`config.mk`:
```
export PLATFORM = sky130hd
export DESIGN_NAME = dsp_mac_sequencer
export DESIGN_NICKNAME = d
export VERILOG_FILES = /design/src/rtl/dsp_mac_sequencer.sv
export SDC_FILE = /design/constraint.sdc
export NUM_CORES = 1
export LEC_CHECK = 0
export ABC_AREA = 1
export BUFFER_PORTS_ARGS = -buffer_cell sky130_fd_sc_hd__buf_4
export CAP_MARGIN = 10
export CORE_MARGIN = 2
export CORE_UTILIZATION = 30
export CTS_CLUSTER_DIAMETER = 50
export DETAILED_ROUTE_END_ITERATION = 8
export MAX_ROUTING_LAYER = met4
export PLACE_DENSITY_LB_ADDON = 0.05
export SYNTH_ARGS = -nofsm -noshare
export SYNTH_HDL_FRONTEND = slang
export SYNTH_SLANG_ARGS = --single-unit
export TNS_END_PERCENT = 20
```
`constraint.sdc`:
```
create_clock -name CLK -period 2.1 [get_ports CLK]
set_clock_uncertainty 0.15 [all_clocks]
set_input_delay 0.42 -clock CLK [delete_from_list [all_inputs] [get_ports CLK]]
set_output_delay 0.42 -clock CLK [all_outputs]
set_load 0.02 [all_outputs]
```
`src/rtl/dsp_mac_sequencer.sv`:
```
// Purpose : sequences a multiply-accumulate job of `len` operand pairs through
//           an external DSP slice, waits out the slice pipeline and captures the sum.
// Latency : done is high N+PIPE_LAT+2 cycles after the start edge (N terms, no bubbles).
// Backpressure: in_ready is high only while ISSUE is accepting terms; a bubble
//           on in_valid holds the accumulator (opmode 8'h08) and stretches the job.
//
// Ports:
//   CLK, RST            single rising-edge clock, synchronous active-high reset
//   start, len          begin a job of `len` products (len sampled with start, in IDLE only)
//   a_in, b_in          operand pair, handshaken by in_valid / in_ready
//   dsp_a, dsp_b        registered operands to the slice
//   dsp_opmode, dsp_ce  slice control (8'h01 first term, 8'h09 later terms, 8'h08 hold)
//   dsp_p               slice P output
//   busy, done, result  job status, one-cycle completion pulse, captured 48-bit sum
//
// Build option: define MAC_SEQ_ABORT_EN to add the `abort` input, which drops
// an in-flight job back to IDLE without done and without touching result.

module dsp_mac_sequencer #(
   parameter int WIDTH    = 18,
   parameter int LEN_W    = 8,
   parameter int PIPE_LAT = 4
) (
   input  logic             CLK,
   input  logic             RST,
   input  logic             start,
   input  logic [LEN_W-1:0] len,
   input  logic [WIDTH-1:0] a_in,
   input  logic [WIDTH-1:0] b_in,
   input  logic             in_valid,
   output logic             in_ready,
`ifdef MAC_SEQ_ABORT_EN
   input  logic             abort,
`endif
   output logic [WIDTH-1:0] dsp_a,
   output logic [WIDTH-1:0] dsp_b,
   output logic [7:0]       dsp_opmode,
   output logic             dsp_ce,
   input  logic [47:0]      dsp_p,
   output logic             busy,
   output logic             done,
   output logic [47:0]      result
);

   localparam int DW = $clog2(PIPE_LAT + 1);

   typedef enum logic [1:0] {
      S_IDLE  = 2'd0,
      S_ISSUE = 2'd1,
      S_DRAIN = 2'd2,
      S_DONE  = 2'd3
   } state_t;

   state_t           r_state;
   state_t           w_next;
   logic [LEN_W-1:0] r_remaining;
   logic [DW-1:0]    r_drain;
   logic             r_first;
   logic [WIDTH-1:0] r_dsp_a;
   logic [WIDTH-1:0] r_dsp_b;
   logic [47:0]      r_result;
   logic             w_abort;
   logic             w_accept;

`ifdef MAC_SEQ_ABORT_EN
   assign w_abort = abort;
`else
   assign w_abort = 1'b0;
`endif

   assign w_accept = in_valid & in_ready;

   // Next state and all control outputs are decoded from the current state.
   // The slice registers its opmode one stage ahead of the operands, so the
   // opmode driven in the accepting cycle pairs with the operands registered
   // on that same edge.
   always_comb begin
      w_next     = r_state;
      in_ready   = 1'b0;
      dsp_ce     = 1'b0;
      dsp_opmode = 8'h00;
      busy       = 1'b0;
      done       = 1'b0;
      case (r_state)
         S_IDLE: begin
            if (start) begin
               w_next = (len != '0) ? S_ISSUE : S_DONE;
            end
         end
         S_ISSUE: begin
            busy = 1'b1;
            if (w_abort) begin
               w_next = S_IDLE;
            end else begin
               in_ready = 1'b1;
               dsp_ce   = 1'b1;
               if (in_valid) begin
                  dsp_opmode = r_first ? 8'h01 : 8'h09;
                  if (r_remaining == LEN_W'(1)) begin
                     w_next = S_DRAIN;
                  end
               end else begin
                  dsp_opmode = 8'h08;
               end
            end
         end
         S_DRAIN: begin
            busy = 1'b1;
            if (w_abort) begin
               w_next = S_IDLE;
            end else begin
               dsp_ce     = 1'b1;
               dsp_opmode = 8'h08;
               if (r_drain == '0) begin
                  w_next = S_DONE;
               end
            end
         end
         S_DONE: begin
            done   = 1'b1;
            w_next = S_IDLE;
         end
         default: w_next = S_IDLE;
      endcase
   end

   always_ff @(posedge CLK) begin
      if (RST) begin
         r_state     <= S_IDLE;
         r_remaining <= '0;
         r_drain     <= '0;
         r_first     <= 1'b0;
         r_dsp_a     <= '0;
         r_dsp_b     <= '0;
         r_result    <= '0;
      end else begin
         r_state <= w_next;
         case (r_state)
            S_IDLE: begin
               if (start) begin
                  if (len != '0) begin
                     r_remaining <= len;
                     r_first     <= 1'b1;
                  end else begin
                     r_result <= '0;
                  end
               end
            end
            S_ISSUE: begin
               if (w_accept) begin
                  r_dsp_a     <= a_in;
                  r_dsp_b     <= b_in;
                  r_first     <= 1'b0;
                  r_remaining <= r_remaining - LEN_W'(1);
                  if (r_remaining == LEN_W'(1)) begin
                     r_drain <= DW'(PIPE_LAT);
                  end
               end
            end
            S_DRAIN: begin
               // Counter reaches zero exactly when the last product is on dsp_p.
               if (!w_abort) begin
                  if (r_drain == '0) begin
                     r_result <= dsp_p;
                  end else begin
                     r_drain <= r_drain - DW'(1);
                  end
               end
            end
            default: ;
         endcase
      end
   end

   assign dsp_a  = r_dsp_a;
   assign dsp_b  = r_dsp_b;
   assign result = r_result;

endmodule

```
* After elaboration in Yosys (flattened, before gate mapping) *
Cells that the tools add are included.

word-level totals
  flip-flop bits (word level) = 98
  bits in latches = 0
  RAM bits = 0
  memory bits (read-only) = 0
  output and inout port bits = 96
  memories = 0

operators by class
  add/sub/neg operators = 2
  multipliers = 0
  divide/modulo/power cells = 0
  magnitude comparators = 0
  equality and inequality tests = 12
  shifts and indexed selects = 0
  muxes and demuxes = 28
  bitwise logic cells = 1
  reduce and logical (&&, ||, !) cells = 12

operators with widths
  kind                   count
  $mux W48               3
  $pmux W48 S2           1
  $pmux W8 S2            2
  $mux W8                3
  $ne A2 B2 Y1 const B   8
  $reduce_and A4 Y1      4
  $mux W2                5
  $mux W3                3
  $eq A8 B1 Y1 const B   1
  $mux W4                2
  $pmux W2 S4            1
  $reduce_bool A8 Y1     1
  $sub A8 B1 Y8 const B  1
  $mux W1                6
  $pmux W3 S2            1
  $reduce_bool A2 Y1     3
  $eq A2 B2 Y1 const B   2
  $logic_not A3 Y1       1
  $sub A3 B1 Y3 const B  1
  $eq A2 B1 Y1 const B   1
  $logic_not A2 Y1       1
  $pmux W1 S2            1
  $reduce_and A2 Y1      1
  $reduce_or A2 Y1       1
  $and A1 B1 Y1          1

* Depth between registers and ports, before layout *
  word-level depth = 5
  depth in mapped cells = 9
  depth with buffers taken out = 9

* Least setup slack after synthesis *
No wires, ideal clock.

  path kind = flip-flop to output port
  start = register r_state[1]
  end = output dsp_opmode[3]
  arrival time = 1.295 ns
  data required time = 1.530 ns
  slack = 0.235 ns
  stages on the path, launching flop included = 6
  path through = dfxtp_1 > inv_1 > ha_1 > buf_4 > nand2_1 > a21oi_1

between the ends
  cells in the longest elaborated chain, start to end = 2
  elaborated cells on any way between the ends = 3
  classes of those cells = 2 x eq/ne; 1 x mux

ends and longest elaborated chain
  item                                                 line  source
  from (decl)                                          54    state_t r_state;
  from (signal assigned)                               137   r_state <= w_next;
  $eq A2 B2 Y1 / $eq A2 B1 Y1 (equally long branches)  84    case (r_state)
  $pmux W8 S2 *                                        84
  to (decl)                                            37    output logic [7:0] dsp_opmode,

Every way passes the cells marked *; elsewhere a longest branch is shown, timed or not.

* Worst setup path after layout *
  start = register r_state[0]
  end = output dsp_opmode[3]

Same word-level chain as after synthesis.

==> impl_metrics.csv <==
group,metric,value,unit
worst_hold_path,holdPathStages,3,
place,dp_hpwl,9.27,mm
drt,dr.pass1.iters,5,
power,combPwrFrac,47.9,%
layout,num_antenna_cells,0,
power,intPower,4920,uW
layout,ff_latch_area,1960,um2
place,numPortBuffers,185,
yosys,ys_types,28,
power,p_leak,0.00287,uW
status,status,"complete, no violations",
drt,drt_iter0_markers,198,
power,p_sw,3530,uW
global_routing,grt_pass1_vias,4330,
global_routing,grt_max_degree,65,
worst_hold_path,hold_path_class,"primary input to flop",
timing,grt_setup_unrepaired,"true",
yosys,yosys_most_used_dff,"dfxtp_1",
timing,finalCritPeriodShare,96.8,%
layout,finalNonFillerCells,997,
drt,vias,4591,
power,powerDensity,1320,nW/um2
yosys,ys_warn_count,0,
floorplan,coreArea,14600,um2
critical_path,r2r-start,"r_remaining[2]",
global_routing,antenna_found_initial,0,
global_routing,grt_overflow,0,
power,switching_share,41.7,%
timing,hold_violations,0,
layout,drive_above_1_share,30.0,%
layout,multi_input_area,2230,um2
critical_path,ff2ff_path_depth,6,
floorplan,dieArea,16000,um2
timing,setup_viol,0,
place,placed_cells,981,
timing,fmax,0.492,GHz
global_routing,grt_pass1_wl,21.0,mm
power,power_frac_clock,21.5,%
job,cap_violations,0,
critical_path,critPathKind,"flop to output pin",
layout,area_delta_synth_final,41.8,%
clocking,cts-root-to-sink-buffers,2,
yosys,synth_edf_count,0,
critical_path,endpoint_kind,"output pin",
floorplan,pin_count,192,
layout,layout.nets,913,
floorplan,fp.dieW,127,um
clocking,htreeDepth,3,
yosys,synth_area_per_cell,6.98,um2
critical_path,arrival,1.46,ns
clocking,hold_buffers,0,
place,routabilityCongestion,0.877,
critical_path,reg2reg_to,"r_state[1]",
critical_path,cp_max_fo,7,
drt,finalWirelength,13.1,mm
drt,drc,0,
floorplan,die_h,127,um
critical_path,critical_path_required,1.53,ns
yosys,async_flop_share,0,%
layout,fillers,1520,
floorplan,rows,44,
yosys,synth_seq_cells,98,
yosys,yosysSeqAreaShare,43.5,%
drt,routedWlPerCell,13.2,um
yosys,synth_cells,646,
yosys,synthesis.area,4510,um2
timing,hold_slack,0.169,ns
critical_path,setup.worst_path.start_class,"flop",
worst_hold_path,min_from,"a_in[12]",
clocking,clkLatencyLatePin,0.34,ns
power,power_frac_seq,30.5,%
drt,viasPerCell,4.60,
clocking,cts.root.buffer_cell,"clkbuf_16",
timing,drv_slew,0,
clocking,numCtsBuffers,9,
power,vdd_drop_max,0.511,mV
global_routing,grt_usage,16.6,%
clocking,clk_pin_slew_worst_paths,0.07,ns
floorplan,start_util,30.9,%
worst_hold_path,worstHoldEndpoint,"dsp_a[12]",
drt,ant_nets,0,
power,power,8450,uW
timing,period_needed,2.03,ns
clocking,cts_sinks,98,
critical_path,r2r_slack,0.24,ns
clocking,tritoncts,"yes",
cells in the mapped netlist, types with 2 or more instances:
master,number,area share [%]
nand2_1,140,12
ha_1,9,2.5
clkbuf_1,22,1.8
nor2_1,134,11
nor2_2,2,0.28
a21oi_2,10,1.9
inv_2,2,0.17
or2_2,3,0.42
buf_6,6,1.5
o21ai_0,46,5.1
clkinv_1,3,0.25
inv_1,19,1.6
o21ai_1,3,0.33
buf_2,14,1.6
a21oi_1,57,6.3
buf_4,9,1.5
dfxtp_1,98,43
nand3_1,59,6.5
area by class of cell:
type	count	area share (%)
inverters	24	1.45
clock buffers	11	3.79
repair buffers	198	24.3
flip-flops and latches	98	30.7
clock inverters	5	1.33
well taps	184	3.60
multi-input cells	477	34.9
power by group through the flow:
| stage | combinational, uW | sequential, uW | clock, uW |
|---|---|---|---|
| floorplan | 2400 | 2910 | 0 |
| detailed placement | 4000 | 2600 | 0 |
| global route | 4540 | 2640 | 1950 |
| CTS | 4090 | 2580 | 1900 |
| global placement | 3960 | 2590 | 0 |
| finish | 4050 | 2580 | 1820 |
how the worst max path moves through the flow:
stage,startpoint,end,slack (ns)
after floorplan,r_state[1],dsp_opmode[3],0.23
after global placement,r_state[0],r_drain[1],0.25
after detailed placement,r_state[0],r_drain[0],0.19
after CTS,r_state[1],dsp_opmode[0],0.01
after global routing,r_state[0],dsp_opmode[3],-0.01
final,r_state[0],dsp_opmode[3],0.07
metal layers:
metal	vias to the layer above	share of wire [%]	track usage, %
li1	2387	-	-
met1	2025	44	20.3
met2	162	44	25.9
met3	17	9.2	4.89
met4	0	2.0	6.53
met5	-	0	-
placed cells by master, fill, tap and decap left out, types with 2 or more instances in the layout:
cell,netlist,routed
a21oi_1,57,56
a21oi_2,10,11
buf_12,0,5
buf_4,9,192
bufinv_16,0,2
clkbuf_16,0,9
clkinv_1,3,2
conb_1,1,6
dfxtp_1,98,96
dfxtp_2,0,2
ha_1,9,6
ha_4,0,3
inv_1,19,17
inv_2,2,4
nand2_1,140,139
nand2_2,1,2
nand3_1,59,59
nor2_1,134,134
nor2_2,2,2
o21ai_0,46,46
o21ai_1,3,3
or2_2,3,3
stage by stage:
step | cell area, um2 | setup WS [ns] | utilization (%) | TNS [ns]
3_3_place_gp | 6020 | 0.252 | 41.3 | 0
6_report | 6400 | 0.0664 | 43.9 | 0
4_1_cts | 6400 | 0.0112 | 43.8 | 0
2_1_floorplan | 4530 | 0.235 | - | 0
3_5_place_dp | 6020 | 0.191 | 41.3 | 0
5_1_grt | 6400 | -0.0144 | 43.9 | -0.0144
critical path, cell delays in order, from the launching register on:
cell and delay [ns]:
dfxtp_2 0.35, inv_2 0.12, ha_4 0.20, inv_1 0.12
a21oi_2 0.17, buf_4 0.16
repair_timing:
action                     CTS  global route
resized for setup           11             1
setup endpoints to repair    2             2
buffers inserted             0             0
pin swaps                    1             2
kinds of logic (layout without fill, tap and decap cells):
kind of cell	count (synthesis)	count (layout)	synth area share, %
and+or+nand+nor	342	342	30.6
DFF	98	98	43.5
AOI/OAI and AO/OA	118	118	14.4
xor gates and xnor gates	1	1	0.194
adders and majority gates	9	9	2.50
other	1	6	0.0831
muxes	1	1	0.222
buffers and inverters	76	238	8.46
flip-flops by register name (all words and copies together) (netlist names):
| register | flops |
|---|---|
| dsp_a | 18 |
| result | 48 |
| r_state | 2 |
| r_remaining | 8 |
| dsp_b | 18 |
| r_first | 1 |
| r_drain | 3 |
(Power assumes the default switching activity.)
